### config.mk
export PLATFORM = sky130hd
export DESIGN_NAME = regfile_scoreboard
export DESIGN_NICKNAME = d
export VERILOG_FILES = /design/src/rtl/regfile_scoreboard_pkg.sv /design/src/rtl/regfile_scoreboard_sb.sv /design/src/rtl/regfile_scoreboard.sv
export SDC_FILE = /design/constraint.sdc
export NUM_CORES = 2
export LEC_CHECK = 0
export CORE_UTILIZATION = 55
export CTS_CLUSTER_SIZE = 40
export DETAILED_ROUTE_END_ITERATION = 8
export GPL_ROUTABILITY_DRIVEN = 1
export PLACE_DENSITY = 0.72
export SLEW_MARGIN = 25
export SYNTH_ARGS = -nofsm -noshare
export SYNTH_HDL_FRONTEND = slang
export SYNTH_HIERARCHICAL = 1
export SYNTH_SLANG_ARGS = --single-unit
### constraint.sdc
create_clock -name clk -period 45 [get_ports clk]
set_clock_uncertainty 0.1 [all_clocks]
set_input_delay 9 -clock clk [delete_from_list [all_inputs] [get_ports clk]]
set_output_delay 9 -clock clk [all_outputs]
set_load 0.05 [all_outputs]
### src/rtl/regfile_scoreboard_pkg.sv
// Shared register-file types and constants.
// Address, data width and counter sizing used across the regfile slice.
package regfile_scoreboard_pkg;

    localparam int XLEN  = 32;
    localparam int NREGS = 32;
    localparam int CNT_W = 2;

    typedef logic [4:0] reg_addr_t;

    localparam reg_addr_t REG_ZERO = 5'd0;

endpackage

### src/rtl/regfile_scoreboard_sb.sv
// Pending-write scoreboard: one saturating counter per register.
// Issue increments, writeback decrements, flush clears everything.
module reg_scoreboard
    import regfile_scoreboard_pkg::*;
#(
    parameter int NREGS = 32,
    parameter int CNT_W = 2,
    localparam int AW   = $clog2(NREGS)
) (
    input  logic          clk,
    input  logic          rstf,
    input  logic          we,
    input  logic [AW-1:0] rd,
    input  logic [AW-1:0] rs1_addr,
    input  logic [AW-1:0] rs2_addr,
    output logic          rs1_busy,
    output logic          rs2_busy,
    input  logic          issue_valid,
    input  logic          issue_we,
    input  logic [AW-1:0] issue_rd,
    output logic          issue_ready,
    input  logic          flush
);

    localparam logic [CNT_W-1:0] CNT_MAX = {CNT_W{1'b1}};

    logic [CNT_W-1:0] r_cnt [NREGS];
    logic             w_inc [NREGS];
    logic             w_dec [NREGS];
    logic [CNT_W-1:0] w_c1;
    logic [CNT_W-1:0] w_c2;
    logic             w_ret1;
    logic             w_ret2;

    // A retiring write in this cycle frees a slot, so it unblocks a saturated issue.
    always_comb begin
        issue_ready = 1'b1;
        if (issue_we && issue_rd != '0 && r_cnt[issue_rd] == CNT_MAX &&
            !(we && rd == issue_rd))
            issue_ready = 1'b0;
    end

    // Busy reflects the counter after any same-cycle retire, matching the bypass.
    always_comb begin
        w_c1     = r_cnt[rs1_addr];
        w_c2     = r_cnt[rs2_addr];
        w_ret1   = we && rd == rs1_addr && w_c1 != '0;
        w_ret2   = we && rd == rs2_addr && w_c2 != '0;
        rs1_busy = rs1_addr != '0 && (w_c1 - CNT_W'(w_ret1)) != '0;
        rs2_busy = rs2_addr != '0 && (w_c2 - CNT_W'(w_ret2)) != '0;
    end

    // Per-register increment/decrement requests; decrement never underflows.
    always_comb begin
        for (int r = 0; r < NREGS; r++) begin
            w_inc[r] = issue_valid && issue_ready && issue_we &&
                       issue_rd == AW'(r) && r != 0;
            w_dec[r] = we && rd == AW'(r) && r_cnt[r] != '0 && r != 0;
        end
    end

    // Counter array update; flush wins over any inc/dec in the same cycle.
    always_ff @(posedge clk or posedge rstf) begin
        if (rstf) begin
            for (int r = 0; r < NREGS; r++)
                r_cnt[r] <= '0;
        end else if (flush) begin
            for (int r = 0; r < NREGS; r++)
                r_cnt[r] <= '0;
        end else begin
            for (int r = 0; r < NREGS; r++) begin
                if (w_inc[r] && !w_dec[r])
                    r_cnt[r] <= r_cnt[r] + CNT_W'(1);
                else if (w_dec[r] && !w_inc[r])
                    r_cnt[r] <= r_cnt[r] - CNT_W'(1);
            end
        end
    end

endmodule

### src/rtl/regfile_scoreboard.sv
// Integer register file with write-through read ports and a
// pending-write scoreboard for RAW hazard detection in decode.
module regfile_scoreboard
    import regfile_scoreboard_pkg::*;
#(
    parameter int XLEN  = regfile_scoreboard_pkg::XLEN,
    parameter int NREGS = regfile_scoreboard_pkg::NREGS,
    parameter int CNT_W = regfile_scoreboard_pkg::CNT_W,
    localparam int AW   = $clog2(NREGS)
) (
    input  logic            clk,
    input  logic            rstf,
    input  logic            we,
    input  logic [AW-1:0]   rd,
    input  logic [XLEN-1:0] rdValue,
    input  logic [AW-1:0]   rs1_addr,
    output logic [XLEN-1:0] rs1_data,
    output logic            rs1_busy,
    input  logic [AW-1:0]   rs2_addr,
    output logic [XLEN-1:0] rs2_data,
    output logic            rs2_busy,
    input  logic            issue_valid,
    input  logic            issue_we,
    input  logic [AW-1:0]   issue_rd,
    output logic            issue_ready,
    input  logic            flush
);

    logic [XLEN-1:0] r_regs [NREGS];
    logic [XLEN-1:0] w_rs1;
    logic [XLEN-1:0] w_rs2;

    // Storage write; x0 is hardwired to zero so writes to it are dropped.
    always_ff @(posedge clk or posedge rstf) begin
        if (rstf) begin
            for (int r = 0; r < NREGS; r++)
                r_regs[r] <= '0;
        end else if (we && rd != '0) begin
            r_regs[rd] <= rdValue;
        end
    end

    // Read ports with same-cycle writeback bypass.
    always_comb begin
        w_rs1 = r_regs[rs1_addr];
        w_rs2 = r_regs[rs2_addr];
        if (we && rd != '0 && rd == rs1_addr)
            w_rs1 = rdValue;
        if (we && rd != '0 && rd == rs2_addr)
            w_rs2 = rdValue;
        if (rs1_addr == '0)
            w_rs1 = '0;
        if (rs2_addr == '0)
            w_rs2 = '0;
    end

    assign rs1_data = w_rs1;
    assign rs2_data = w_rs2;

    reg_scoreboard #(
        .NREGS (NREGS),
        .CNT_W (CNT_W)
    ) u_sb (
        .clk         (clk),
        .rstf        (rstf),
        .we          (we),
        .rd          (rd),
        .rs1_addr    (rs1_addr),
        .rs2_addr    (rs2_addr),
        .rs1_busy    (rs1_busy),
        .rs2_busy    (rs2_busy),
        .issue_valid (issue_valid),
        .issue_we    (issue_we),
        .issue_rd    (issue_rd),
        .issue_ready (issue_ready),
        .flush       (flush)
    );

endmodule

==> metrics.md <==
| Metric | Value |
|---|---|
| Max FO, Critical Path | 91 |
| IO Pins | 125 |
| Synth Register Bits | 1086 |
| Final slew viol count | 0 |
| Min-Delay Path Class | register to register |
| # resized after CTS | 0 |
| Worst IR Drop VDD | 32.6 uV |
| Gate Count Post-Synth | 4686 |
| # DRC | 0 |
| Final worst path period need | 23.18 ns |
| Placed instance area | 0.0634 mm2 |
| Min setup slack post-route | 21.82 ns |
| Largest net degree at the start of global routing | 177 |
| R2R depth | 6 |
| Hold Vio Cnt, Final | 0 |
| Most frequent cells in the layout | mux2_2, dfrtp_1, mux4_2, mux2i_1, nor2_1 |
| Tcrit/Tclk final | 0.515 |
| Num rows | 122 |
| # H-tree levels | 3 |
| Final ANT Viol Nets | 0 |
| I/O Buffers | 124 |
| YS warnings | 6 |
| Critical path class | input pin to output port |
| CP required | 35.90 ns |
| Total global-route track usage | 0.367 |
| Vias in the first global route | 43600 |
| Register area share after synthesis | 0.443 |
| Placed Instances | 5943 |
| EDFF count, synth | 0 |
| Place WS | 21.78 ns |
| HPWL Detailed | 114000 um |
| Share of cells above drive strength 1 | 0.411 |
| First-pass GRT wire length | 301000 um |
| Clk pin slew, worst setup/hold paths | 0.06 ns |
| Longest Clk Path Bufs | 3 |
| Pre-Repair DR Iteration Count | 6 |
| Vias | 44300 |
| Leak | 28.9 nW |
| Min-delay src | r_regs[1018] |
| Worst reg2reg setup slack | 42.39 ns |
| Via density | 7.20 |
| Post-layout util | 0.610 |
| Starting Density | 0.555 |
| Yosys cell types | 79 |
| Post-CTS Setup Inserts | 0 |
| Nets | 4632 |
| Least-Margin Pin Slew | 1.14 ns |
| Final setup viols | 0 |
| Setup Total Neg Slack | 0 ns |
| Synth Cell Area | 0.0613 mm2 |
| Gpl congestion | 0.872 |
| Slew headroom | 0.229 |
| Skew-Pair Late Insertion Delay | 0.72 ns |
| CTS sink count | 1086 |
| Core area | 0.111 mm2 |
| Die Width | 336 um |
| Routed wl met3 | 23100 um |
| Worst Hold End | r_regs[1018] |
| CP Data Arrival Time | 14.08 ns |
| Max cap viols | 0 |
| Post-Route WL | 206000 um |
| Syn_area_per_cell | 13.1 um2 |
| Die height | 336 um |
| Reg2Reg Launch Point | u_sb/r_cnt[1] |
| CTS Hold Bufs | 0 |
| Finished Layout Cells | 6158 |
| DRT iter0 DRCs | 5205 |
| Reg2reg end | u_sb/r_cnt[6] |
| Per-cell routed wire length | 33.5 um |
| Startpoint types | input pin |
| Uppermost layer routed | met5 |
| Crit. End Element | output port |
| Ys async rst share | 1.00 |
| Most common cell after layout, fill and taps aside | mux2_2 |
| Status | completed |
| CTS buffer count | 116 |
| Cell Pwr Density | 43.0 mW/mm2 |
| Top cell type by total area after synthesis | dfrtp_1 |
| Unrepaired setup endpoints after global routing | no |
| Layout Area Growth over Synthesis | 10.0% |
| Die area | 0.113 mm2 |
| Synth top area share | 0.443 |
| Ys flop type | dfrtp_1 |
| Root Buffer | clkbuf_16 |
| Initial antenna violation count | 12 |
| FMAX | 0.0431 GHz |
| Final Instance Area | 0.0674 mm2 |
| Metal2 WL | 92600 um |
| Largest cells by area after synthesis | dfrtp_1, mux2_2, mux4_2, mux2i_1, clkbuf_1 |
| Syn_nets | 4744 |
| Hold Path Depth | 0 |
| Total global routing overflow | 0 |
| Metal-1 WL | 79100 um |
| CTS tree | done |
worst max-delay path by stage:
| stage | startpoint | to | slack, ns | cells after the start |
|---|---|---|---|---|
| after floorplan | rstf | r_regs[0] | 7.08 | 1 |
| after global placement | rs1_addr[0] | rs1_data[6] | 21.75 | 9 |
| after detailed placement | rs1_addr[0] | rs1_data[6] | 21.78 | 9 |
| after CTS | rs1_addr[0] | rs1_data[6] | 21.76 | 9 |
| after global routing | rs1_addr[0] | rs1_data[6] | 21.45 | 9 |
| final | rs1_addr[0] | rs1_data[6] | 21.82 | 9 |
synth_stat cells (all sizes together), types with 9 or more instances:
master / n
xnor2: 15
nor3: 104
a31oi: 11
or2: 16
nand2b: 10
mux2: 1107
a221oi: 55
a21oi: 84
dfrtp: 1086
and2: 32
nand3: 25
buf: 189
o22ai: 105
a2111oi: 38
a221o: 43
a22oi: 31
o221ai: 11
a211oi: 28
o21ai: 113
nor2b: 21
nor2: 161
xor2: 22
mux2i: 300
nand3b: 9
a22o: 36
o211ai: 16
inv: 13
nor3b: 54
nor4: 54
clkbuf: 311
nand2: 142
mux4: 354
layer usage:
layer  up-vias  GRT usage
met5         -          0
met4        10      0.187
met3       592     0.0923
met2      2768      0.549
met1     23200      0.498
li1      17700          -
state kept, by name, summed over array words and instances, names as in the netlist:
name and cells:
r_regs 1024, u_sb/r_cnt 62
critical path: stages:
cell and delay (ns):
buf_8 0.66, buf_4 0.77, buf_4 0.84, mux4_2 0.37
mux2i_1 0.07, a2111oi_0 0.59, nor4_1 0.14, nor3_1 0.63
clkdlybuf4s50_1 0.94
cell families after synthesis:
kind of cell | Yosys count | share of synthesized area
mux | 1761 | 0.382
flops | 1086 | 0.443
simple gates | 675 | 0.0584
compound gates | 612 | 0.0712
buf+inv | 515 | 0.0394
xor+xnor | 37 | 0.00529
where the power goes:
part | internal [mW] | total (mW) | switching [mW]
clock network | 0.586 | 1.00 | 0.414
registers | 1.15 | 1.28 | 0.130
logic | 0.328 | 0.618 | 0.289
total | 2.06 | 2.90 | 0.834
area by class of cell:
class | count | area, um2
diodes | 4 | 10.0
clock inverters | 46 | 562
fillers | 8564 | 43100
repair buffers | 270 | 2400
clock buffers | 164 | 3400
well taps | 1488 | 1860
inverters | 15 | 63.8
multi-input cells | 3085 | 32000
flip-flops and latches | 1086 | 27200
metrics by stage:
stage	hold slack [ns]	total power, mW
global placement	0.277	1.88
global route	0.312	3.00
finish	0.295	2.90
floorplan	0.341	1.73
detailed placement	0.284	1.90
CTS	0.298	2.89
No activity file was read; power rests on OpenSTA's default activity.
